$ cat src/rtl/arith_pkg.sv
// Shared definitions for the arithmetic library (Inc/Dec/Add blocks).
// Contents:
//   speed_e   - architecture selector for the carry/prefix network
//   WIDTH_MIN - smallest legal operand width
//   SPEED_MAX - largest legal speed code
//   speed_ok  - legality test for a speed code
package arith_pkg;

  typedef enum logic [1:0] {
    SPEED_SLOW   = 2'd0,
    SPEED_MEDIUM = 2'd1,
    SPEED_FAST   = 2'd2
  } speed_e;

  localparam int WIDTH_MIN = 2;
  localparam int SPEED_MAX = 2;

  function automatic bit speed_ok(input int s);
    return (s >= 0) && (s <= SPEED_MAX);
  endfunction

endpackage

$ cat src/rtl/inc_counter_inc.sv
// Inc: combinational incrementer, Z = A + 1 modulo 2^width.
// Bit i of the sum flips when all lower bits of A are one, so the block
// is a prefix-AND network over A followed by an XOR row. The carry-out is
// not produced.
// Parameters:
//   width - operand width (>= 2)
//   speed - 0 serial chain, 1 Brent-Kung, 2 Sklansky
// Ports:
//   A - operand (in,  width)
//   Z - A + 1   (out, width)
module Inc
  import arith_pkg::*;
#(
  parameter int width = 8,
  parameter int speed = int'(SPEED_MEDIUM)
) (
  input  logic [width-1:0] A,
  output logic [width-1:0] Z
);

  // Only A[width-2:0] feeds the prefix network: the top bit's prefix would
  // be the carry-out, which nothing needs.
  localparam int N  = width - 1;
  localparam int LG = (N > 1) ? $clog2(N) : 1;

  // pre[i] = &A[i:0]
  logic [N-1:0] pre;

  generate
    if (width < WIDTH_MIN) begin : g_chk_width
      $error("Inc: width must be >= 2");
    end
    if (!speed_ok(speed)) begin : g_chk_speed
      $error("Inc: speed must be 0, 1 or 2");
    end

    if (speed == int'(SPEED_SLOW)) begin : g_serial
      always_comb begin
        logic [N-1:0] acc;
        acc    = '0;
        acc[0] = A[0];
        for (int i = 1; i < N; i++) begin
          acc[i] = acc[i-1] & A[i];
        end
        pre = acc;
      end
    end else if (speed == int'(SPEED_FAST)) begin : g_sklansky
      logic [N-1:0] st [0:LG];
      assign st[0] = A[N-1:0];
      for (genvar s = 0; s < LG; s++) begin : g_lvl
        for (genvar i = 0; i < N; i++) begin : g_bit
          // Upper half of each 2^(s+1) block takes the last bit of the lower half.
          if (((i >> s) & 1) == 1) begin : g_op
            assign st[s+1][i] = st[s][i] & st[s][((i >> s) << s) - 1];
          end else begin : g_pass
            assign st[s+1][i] = st[s][i];
          end
        end
      end
      assign pre = st[LG];
    end else begin : g_brent_kung
      logic [N-1:0] st [0:2*LG-1];
      assign st[0] = A[N-1:0];
      // Up-sweep: combine aligned blocks of doubling size.
      for (genvar s = 0; s < LG; s++) begin : g_up
        for (genvar i = 0; i < N; i++) begin : g_bit
          if (((i + 1) % (2 << s)) == 0) begin : g_op
            assign st[s+1][i] = st[s][i] & st[s][i - (1 << s)];
          end else begin : g_pass
            assign st[s+1][i] = st[s][i];
          end
        end
      end
      // Down-sweep: fill in the odd-multiple positions from completed prefixes.
      for (genvar d = 0; d < LG - 1; d++) begin : g_down
        localparam int L = LG - 2 - d;
        for (genvar i = 0; i < N; i++) begin : g_bit
          if ((((i + 1) % (2 << L)) == (1 << L)) && ((i + 1) > (2 << L))) begin : g_op
            assign st[LG+d+1][i] = st[LG+d][i] & st[LG+d][i - (1 << L)];
          end else begin : g_pass
            assign st[LG+d+1][i] = st[LG+d][i];
          end
        end
      end
      assign pre = st[2*LG-1];
    end
  endgenerate

  assign Z = A ^ {pre, 1'b1};

endmodule

$ cat src/rtl/inc_counter.sv
// inc_counter: registered modulo up-counter, sequence 0..MAX, built around Inc.
// Parameters:
//   width - counter width (>= 2)
//   speed - Inc architecture (0 serial, 1 Brent-Kung, 2 Sklansky)
// Ports:
//   CLK  in  clock, rising edge
//   RST  in  asynchronous active-high reset
//   CLR  in  synchronous clear of Q/TC/WRAP/OVF (highest priority)
//   LD   in  synchronous load of D into Q
//   D    in  load value (may exceed MAX)
//   EN   in  count enable
//   MAX  in  terminal count
//   Q    out current count
//   TC   out 1 while Q == MAX (registered)
//   WRAP out one-cycle pulse after a wrap to 0
//   OVF  out sticky wrap flag
module inc_counter
  import arith_pkg::*;
#(
  parameter int width = 8,
  parameter int speed = int'(SPEED_MEDIUM)
) (
  input  logic             CLK,
  input  logic             RST,
  input  logic             CLR,
  input  logic             LD,
  input  logic [width-1:0] D,
  input  logic             EN,
  input  logic [width-1:0] MAX,
  output logic [width-1:0] Q,
  output logic             TC,
  output logic             WRAP,
  output logic             OVF
);

  generate
    if (width < WIDTH_MIN) begin : g_chk_width
      $error("inc_counter: width must be >= 2");
    end
    if (!speed_ok(speed)) begin : g_chk_speed
      $error("inc_counter: speed must be 0, 1 or 2");
    end
  endgenerate

  logic [width-1:0] q_r;
  logic [width-1:0] q_inc;
  logic             tc_r;
  logic             wrap_r;
  logic             ovf_r;
  logic             max_zero;
  logic             wrap_cond;

  Inc #(.width(width), .speed(speed)) u_inc (
    .A (q_r),
    .Z (q_inc)
  );

  assign max_zero  = (MAX == '0);
  // All-ones also wraps so that a load above MAX still returns to 0.
  assign wrap_cond = (q_r == MAX) || (&q_r);

  always_ff @(posedge CLK or posedge RST) begin
    if (RST) begin
      q_r    <= '0;
      tc_r   <= 1'b0;
      wrap_r <= 1'b0;
      ovf_r  <= 1'b0;
    end else if (CLR) begin
      q_r    <= '0;
      tc_r   <= max_zero;
      wrap_r <= 1'b0;
      ovf_r  <= 1'b0;
    end else if (LD) begin
      q_r    <= D;
      tc_r   <= (D == MAX);
      wrap_r <= 1'b0;
    end else if (EN) begin
      if (wrap_cond) begin
        q_r    <= '0;
        tc_r   <= max_zero;
        wrap_r <= 1'b1;
        ovf_r  <= 1'b1;
      end else begin
        q_r    <= q_inc;
        tc_r   <= (q_inc == MAX);
        wrap_r <= 1'b0;
      end
    end else begin
      tc_r   <= (q_r == MAX);
      wrap_r <= 1'b0;
    end
  end

  // The TC register cannot be reset to a MAX-dependent value, so during
  // reset TC is taken straight from the comparator.
  assign TC   = RST ? max_zero : tc_r;
  assign Q    = q_r;
  assign WRAP = wrap_r;
  assign OVF  = ovf_r;

endmodule
$ cat config.mk
export PLATFORM = sky130hd
export DESIGN_NAME = inc_counter
export DESIGN_NICKNAME = d
export VERILOG_FILES = /design/src/rtl/arith_pkg.sv /design/src/rtl/inc_counter_inc.sv /design/src/rtl/inc_counter.sv
export SDC_FILE = /design/constraint.sdc
export NUM_CORES = 1
export LEC_CHECK = 0
export ABC_AREA = 0
export CORE_ASPECT_RATIO = 1.1
export CORE_MARGIN = 3
export CORE_UTILIZATION = 40
export CTS_BUF_LIST = sky130_fd_sc_hd__clkbuf_16
export DETAILED_ROUTE_END_ITERATION = 6
export PLACE_DENSITY = 0.71
export RECOVER_POWER = 50
export SLEW_MARGIN = 25
export SYNTH_ARGS = -nofsm -noshare
export SYNTH_HDL_FRONTEND = slang
export SYNTH_SLANG_ARGS = --single-unit
$ cat constraint.sdc
create_clock -name CLK -period 2.3 [get_ports CLK]
set_input_delay 0.46 -clock CLK [delete_from_list [all_inputs] [get_ports CLK]]
set_output_delay 0.46 -clock CLK [all_outputs]
set_load 0.02 [all_outputs]
==> Word level (Yosys, flattened, before mapping) <==
Index checks and enable logic that the tools add are counted.
{ "word_totals": {"ram_bits": 0, "in_bits": 21, "n_memories": 0, "romBits": 0, "latch_bits": 0, "reg_bits": 11, "output_inout_bits": 11} }
{ "op_classes": {"div": 0, "addsub": 0, "n_mux": 17, "reduce_logical": 7, "bitwise": 9, "n_eq_ne": 4, "shifts": 0, "n_lt_le_gt_ge": 0, "mul": 0} }
{ "op_table": {"columns": ["op", "count"], "rows": [
  ["8-bit two-way mux", 4],
  ["8-bit equality test", 3],
  ["1-bit two-way mux", 13],
  ["1-bit AND", 8],
  ["8-bit zero test", 1],
  ["8-bit AND reduction", 1],
  ["8-bit XOR", 1],
  ["2-bit nonzero test", 2],
  ["3-bit AND reduction", 1],
  ["3-bit nonzero test", 1],
  ["2-bit inequality test (second input constant)", 1],
  ["1-bit logical OR", 1]
]} }

==> Logic depth before layout (Yosys ltp) <==
Gate-level depths: netlist of the first run.
{ "depth": {"depth_word": 10, "mapped_depth": 9, "mapped_depth_nobuf": 9} }

==> Cells and area by module <==
A second synthesis of the first run with hierarchy kept.
{ "unflattened": {"hier_cells": 110, "hier_area_um2": 962.2} }
{ "modules_own_cells": {"columns": ["module", "area_per_inst_um2", "n_inst", "cells_per_inst"], "rows": [
  ["inc_counter", 869.6, 1, 100],
  ["Inc", 92.6, 1, 10]
]} }

==> Worst setup path after synthesis of the first run <==
No wires, ideal clock.
{ "synth_path": {"path_kind": "flip-flop to flip-flop", "startpoint": "register q_r[0] (netlist: Q[0])", "endpoint": "register tc_r", "required_ns": 2.235, "slack_ns": 0.352, "arrival_time_ns": 1.883, "path_stages_with_launch": 10, "path_cell_list": "dfrtp_1 > ha_1 > nand3_1 > nor2_1 > ha_1 > xor2_1 > xnor2_1 > nand3_1 > nor4_1 > a211o_1"} }
{ "synth_via": {"elab_chain_cells": 10, "word_cells_on_any_way": 15} }
{ "synth_lines": {"columns": ["item", "line_no", "rtl"], "rows": [
  ["start: declaration", "inc_counter.sv:45", "logic [width-1:0] q_r;"],
  ["start signal: assignment", "inc_counter.sv:84", "q_r <= q_inc;"],
  ["1-bit AND (2 in series)", "inc_counter_inc.sv:68", "assign st[s+1][i] = st[s][i] & st[s][i - (1 << s)];"],
  ["1-bit AND (2 in series)", "inc_counter_inc.sv:79", "assign st[LG+d+1][i] = st[LG+d][i] & st[LG+d][i - (1 << L)];"],
  ["8-bit XOR", "inc_counter_inc.sv:89", "assign Z = A ^ {pre, 1'b1};"],
  ["8-bit equality test", "inc_counter.sv:85", "tc_r <= (q_inc == MAX);"],
  ["1-bit two-way mux", "inc_counter.sv:78", "if (wrap_cond) begin"],
  ["1-bit two-way mux *", "inc_counter.sv:77", "end else if (EN) begin"],
  ["1-bit two-way mux *", "inc_counter.sv:73", "end else if (LD) begin"],
  ["1-bit two-way mux *", "inc_counter.sv:68", "end else if (CLR) begin"],
  ["end signal: assignment", "inc_counter.sv:70", "tc_r <= max_zero;"],
  ["end signal: assignment", "inc_counter.sv:75", "tc_r <= (D == MAX);"],
  ["end signal: assignment", "inc_counter.sv:80", "tc_r <= max_zero;"],
  ["end: declaration", "inc_counter.sv:47", "logic tc_r;"]
]} }
Mark *: on every way between the ends. The rest lies on a longest branch, timed or not.
A chain may end at the register's enable or synchronous reset.

==> Worst setup path in the final report of the first run <==
{ "layout_path": {"startpoint": "input port MAX[6]", "endpoint": "output port TC"} }
{ "layout_via": {"elab_chain_cells": 2} }
{ "layout_lines": {"columns": ["item", "line_no", "rtl"], "rows": [
  ["start: declaration", "inc_counter.sv:29", "input logic [width-1:0] MAX,"],
  ["8-bit zero test", "inc_counter.sv:58", "assign max_zero = (MAX == '0);"],
  ["1-bit two-way mux", "inc_counter.sv:96", "assign TC = RST ? max_zero : tc_r;"],
  ["end: declaration", "inc_counter.sv:31", "output logic TC,"]
]} }
Every way passes these cells.

==> reports/metrics.cfg, run 1 <==
[outcome]
status = finished, final reports clean

[yosys]
synth_warnings = 0
seq_area_frac_synth_pct = 28.6
yosysUniqueCellTypes = 28
synth_top_area_share_pct = 28.6
syn_avg_cell_area_um2 = 9.09
synth_cells = 106
ys_top_cells_by_area = dfrtp_1 29%, xor2_1 16%, nor3b_1 6.2%, xnor2_1 5.5%, ha_1 5.2%
yosys_register_bits = 11
synth_largest_area_cell = dfrtp_1
syn_area_um2 = 963
synth_fp_nets = 131

[worst_hold_path]
whs_path_depth = 2
hp-class = reg2reg

[timing]
setup_ws_ps = 75.0
skew_ps = 1.12
final_max_slew_viol_count = 0
max_clock_freq_mhz = 449
hold_viol = 0
min_period_ps = 2220
min_period_over_period_pct = 96.7
worst_pin_slew_ps = 443
finalSetupViolations = 0
relSlewSlack_pct = 70.5
rsz0062_at_grt = false

[routing]
via_per_inst = 5.35
vias = 990
wl_um = 2950
drc = 0
first_pass_iters = 4
routedWlPerCell_um = 15.9
drt_iter0_markers = 7
ant_nets = 0

[worst_setup_path]
crit_arrival_ps = 1760
required_ps = 1840
end_kind = output pin
path_buf_inv = 2
rr_worst_depth = 9
crit_cells = 5
critical-path-top-delay-family = simple AND/OR/NAND/NOR gates
critPathLaunchType = input pin
crit_type = in2out
cp_slowest_cell = or4_4
crit_chain = clkdlybuf4s50_1 -> or4_4 -> nor2_4 -> mux2_4 -> buf_6
slowest_delay_ps = 510
crit_fanout = 2

[power_and_ir_drop]
p_clk_share_pct = 43.1
pwr_density_cell_nw_per_um2 = 491
seqPwrFrac_pct = 29.0
swShare_pct = 28.0
leakage_nw = 0.714
power_switching_mw = 0.212
power_frac_comb_pct = 28.0
vdd_ir_drop_max_mv = 0.443
internal-power_mw = 0.543

[floorplan]
core_region_area_um2 = 2270
die_w_um = 52.8
die_y_um = 57.5
io_pins = 32
rows = 18
start_util_pct = 42.4
die-area_um2 = 3030

[final_layout]
most-common-layout-cells = 19 x clkdlybuf4s50_1, 18 x xor2_1, 18 x buf_4
final_common_cell = clkdlybuf4s50_1
postLayoutCoreUtil_pct = 67.7
final_nets = 181
antenna_cells = 0
syn2layout_area_growth_pct = 59.7
drive_above_1_share_pct = 20.0
fill_cells = 177

[clocking]
htree_levels = 1
path_clk_slew_ps = 40
cts-root-buf = clkbuf_16
numCtsBuffers = 3
ctsHoldBuffers = 0
clk_latency_ps = 240
cts_sinks = 11
clock_path_buffers = 2
cts_tree = yes

[global_routing]
grt_first_pass_wirelength_um = 4810
grt_usage_pct = 21.7
grt_max_degree = 12
antenna_found_initial = 0
grt_pass1_vias = 1076
grt_overflow = 0

[placement]
hpwl_um = 2270
place_ws_ps = -548
io_buffers = 31
place.gp.congestion = 0.893

[job]
maxCapViolCount = 0

-- metal layers --
metal  track usage [%]  vias to the layer above  wire length, um
li1                  -                      486                -
met1              26.9                      472             1270
met2              36.2                       27             1500
met3              3.66                        5              127
met4              9.85                        0               48
met5                 0                        -                0
-- kinds of logic after synthesis --
kind of cell	share of synthesized area [%]
adder cells (fa/ha/maj)	5.20
flip-flops	28.6
AO/OA/AOI/OAI	14.2
AND/OR/NAND/NOR	23.2
buffers and inverters	3.51
multiplexers	3.51
XOR/XNOR	21.8
-- synth_stat cells, drive strengths merged --
cell type,number
nor4b,1
nor4,4
nand3b,1
nor2,4
nand2,7
xnor2,6
mux2,3
inv,5
nand4,2
o22ai,2
and3,1
ha,4
a21oi,10
nor3b,8
a221oi,1
nand3,2
a32oi,1
dfrtp,11
or4,2
nor3,2
or3,1
a211o,1
o2bb2ai,5
xor2,18
clkbuf,4
-- worst register-to-register path, cell delays in order, from the launching register on --
cell,delay [ps]
dfrtp_1,440
ha_1,220
nand3_1,130
nor2_1,150
ha_1,170
xor2_1,250
xnor2_1,150
nand3_1,90
nor4_1,310
a211o_1,180
-- power groups by stage --
| stage | sequential (mW) | combinational, mW | clock, mW |
|---|---|---|---|
| final | 0.219 | 0.211 | 0.325 |
| after floorplan | 0.229 | 0.0895 | 0 |
| after CTS | 0.218 | 0.214 | 0.331 |
| after global placement | 0.220 | 0.210 | 0 |
| after detailed placement | 0.221 | 0.210 | 0 |
| after global routing | 0.220 | 0.227 | 0.342 |
-- final cells by class --
type | instances | area [um2] | share of cell area [%]
inverters | 5 | 18.8 | 1.22
repair buffers | 49 | 455 | 29.6
multi-input cells | 86 | 673 | 43.7
flip-flops and latches | 11 | 275 | 17.9
clock inverters | 1 | 3.75 | 0.244
clock buffers | 3 | 75.1 | 4.88
well taps | 30 | 37.5 | 2.44
-- path summary, 6_finish.rpt --
path                             startpoint               end  slack [ps]
max in group asynchronous               RST  Q[6]$_DFFE_PP0P_        1280
hold / removal              OVF$_DFFE_PP0P_   OVF$_DFFE_PP0P_         510
setup / recovery                     MAX[6]                TC          80
setup reg to reg           Q[0]$_DFFE_PP0P_    tc_r$_DFF_PP0_         150
min in group asynchronous               RST    WRAP$_DFF_PP0_         710
hold reg to reg             OVF$_DFFE_PP0P_   OVF$_DFFE_PP0P_         510
-- flip-flops by register name, summed over array words and instances, names as in the netlist --
signal  cells
Q           8
OVF         1
WRAP        1
tc_r        1
-- per-stage QoR --
stage / cell area, um2 / cells / setup TNS (ps) / hold slack, ps / power [mW]
global placement: 1420 / 180 / -645 / 511 / 0.430
finish: 1540 / 185 / 0 / 506 / 0.755
CTS: 1510 / 184 / 0 / 519 / 0.762
floorplan: 963 / 106 / 0 / 312 / 0.319
detailed placement: 1420 / 180 / -598 / 513 / 0.430
global route: 1540 / 185 / 0 / 573 / 0.789
-- what timing repair did --
item / CTS / global route
gates resized for setup: 10 / 6
endpoints found under the setup margin: 1 / 1
buffers inserted: 0 / 1
pin swaps: 0 / 3
Power figures use the tool's default switching activity.
==> run 2: changes to the inputs <==
--- a/config.mk
+++ b/config.mk
@@ -6,6 +6,7 @@
 export NUM_CORES = 1
 export LEC_CHECK = 0
 export ABC_AREA = 0
+export CAP_MARGIN = 20
 export CORE_ASPECT_RATIO = 1.1
 export CORE_MARGIN = 3
 export CORE_UTILIZATION = 40
==> results of run 2 <==
No change in the layout: final DEF, timing and power equal those of run 1.
==> run 3: changes to the inputs <==
--- a/config.mk
+++ b/config.mk
@@ -8,9 +8,9 @@
 export ABC_AREA = 0
 export CAP_MARGIN = 20
 export CORE_ASPECT_RATIO = 1.1
-export CORE_MARGIN = 3
+export CORE_MARGIN = 2
 export CORE_UTILIZATION = 40
-export CTS_BUF_LIST = sky130_fd_sc_hd__clkbuf_16
+export CTS_BUF_LIST = sky130_fd_sc_hd__clkbuf_2 sky130_fd_sc_hd__clkbuf_4 sky130_fd_sc_hd__clkbuf_8
 export DETAILED_ROUTE_END_ITERATION = 6
 export PLACE_DENSITY = 0.71
 export RECOVER_POWER = 50
==> reports/metrics.cfg, run 3 (synthesis gave the netlist of run 1 again) <==
[worst_setup_path]
crit_type = in2out
crit_arrival_ps = 1790  ; +30 ps
end_kind = output pin
critPathLaunchType = input pin
cp_slowest_cell = or4_4
crit_fanout = 2  ; unchanged
required_ps = 1840  ; about the same
crit_chain = clkdlybuf4s50_1 -> or4_4 -> nor2_4 -> mux2_4 -> buf_6
slowest_delay_ps = 560  ; +50 ps

[floorplan]
start_util_pct = 42.4  ; unchanged
die_w_um = 50.8  ; -3.8%
die-area_um2 = 2820  ; -7.1%
rows = 18  ; unchanged
io_pins = 32  ; unchanged
core_region_area_um2 = 2270  ; unchanged
die_y_um = 55.5  ; -3.5%

[routing]
ant_nets = 0  ; unchanged
wl_um = 2690  ; -8.7%
top_layer = met4
first_pass_iters = 4  ; unchanged
vias = 988  ; -0.20%
drc = 0  ; unchanged
wl_met2_um = 1380  ; -7.8%
drt_iter0_markers = 23  ; +16
via_per_inst = 5.40  ; +0.89%
met3_length_um = 82  ; -35%
drt-met1-wl_um = 1190  ; -6.6%
routedWlPerCell_um = 14.7  ; -7.7%

[clocking]
cts_tree = yes
clk_latency_ps = 280  ; +40 ps
cts-root-buf = clkbuf_4
numCtsBuffers = 3  ; unchanged
cts_setup_buffers = 0  ; unchanged
cts_sinks = 11  ; unchanged
ctsHoldBuffers = 0  ; unchanged
clock_path_buffers = 2  ; unchanged
path_clk_slew_ps = 80  ; +40 ps
htree_levels = 1  ; unchanged

[global_routing]
grt_first_pass_wirelength_um = 4550  ; -5.4%
grt_overflow = 0  ; unchanged
grt_pass1_vias = 1022  ; -5.0%
antenna_found_initial = 0  ; unchanged
grt_usage_pct = 21.1  ; -0.65 points
grt_max_degree = 12  ; unchanged

[timing]
max_clock_freq_mhz = 445  ; -1.0%
worst_pin_slew_ps = 444  ; +1.25 ps
min_period_ps = 2250  ; +22.8 ps
skew_ps = 3.62  ; +2.51 ps
finalSetupViolations = 0  ; unchanged
relSlewSlack_pct = 70.4  ; -0.084 points
final_max_slew_viol_count = 0  ; unchanged
setup_ws_ps = 52.2  ; -22.8 ps
fin_tns_setup_ps = 0  ; unchanged
hold_viol = 0  ; unchanged
rsz0062_at_grt = false
hold_slack_ps = 514  ; +7.03 ps
min_period_over_period_pct = 97.7  ; +0.99 points

[job]
maxCapViolCount = 0  ; unchanged

[placement]
io_buffers = 31  ; unchanged
place.gp.congestion = 0.947  ; +6.0%
hpwl_um = 2180  ; -3.7%
placed_area_um2 = 1420  ; -0.53%
place_ws_ps = -498  ; +50.2 ps

[final_layout]
antenna_cells = 0  ; unchanged
final_nets = 179  ; -1.1%
largest_reg_flops = 8  ; unchanged
syn2layout_area_growth_pct = 52.7
fill_cells = 188  ; +6.2%
final_common_cell = clkdlybuf4s50_1
postLayoutCoreUtil_pct = 64.7  ; -3.0 points
most-common-layout-cells = 22 x clkdlybuf4s50_1, 18 x xor2_1, 16 x buf_4
final_area_um2 = 1470  ; -4.4%
drive_above_1_share_pct = 19.6  ; -0.39 points

[power_and_ir_drop]
leakage_nw = 0.659  ; -7.6%
pwr_density_cell_nw_per_um2 = 396  ; -19%
vdd_ir_drop_max_mv = 0.385  ; -13%

[worst_hold_path]
hp-class = reg2reg

[outcome]
status = finished, final reports clean

run 3: final cells by class:
class | instances | area [um2] | area share, %
clock buffers | 4 | 30.0 | 2.04
well taps | 30 | 37.5 | 2.55
inverters | 5 | 18.8 | 1.28
repair buffers | 47 | 437 | 29.7
multi-input cells | 86 | 673 | 45.7
flip-flops and latches | 11 | 275 | 18.7
run 3: final timing paths:
| kind | start | endpoint | slack [ps] | cells past startpoint |
|---|---|---|---|---|
| setup reg to reg | Q[0]$_DFFE_PP0P_ | tc_r$_DFF_PP0_ | 220 | 9 |
| hold / removal | OVF$_DFFE_PP0P_ | OVF$_DFFE_PP0P_ | 510 | 2 |
| max in group asynchronous | RST | Q[1]$_DFFE_PP0P_ | 1330 | 2 |
| setup / recovery | MAX[4] | TC | 50 | 5 |
| min in group asynchronous | RST | Q[7]$_DFFE_PP0P_ | 670 | 2 |
| hold reg to reg | OVF$_DFFE_PP0P_ | OVF$_DFFE_PP0P_ | 510 | 2 |
run 3: metal layers:
layer,vias up,GRT usage [%]
met5,-,0
met2,24,35.3
met4,0,9.65
met1,480,26.6
li1,482,-
met3,2,2.43
run 3: where the power goes:
part	switching, mW	internal [mW]	total [mW]
Combinational	0.0983	0.111	0.209
Sequential	0.0140	0.203	0.217
Clock	0.0784	0.0790	0.157
run 3: timing repair:
action                     in CTS  in global routing
pin swaps                       1                  3
setup endpoints to repair       1                  1
resized for setup               9                  4
run 3: through the flow:
step,power (mW),cells
after global routing,0.610,183
after floorplan,0.319,106
after CTS,0.587,183
after global placement,0.427,179
after detailed placement,0.429,179
final,0.583,183
run 3: critical path, delay by kind of cell:
family / cells / cell delay, ps
buffers and inverters: 2 / 530
multiplexers: 1 / 150
AND/OR/NAND/NOR: 2 / 660
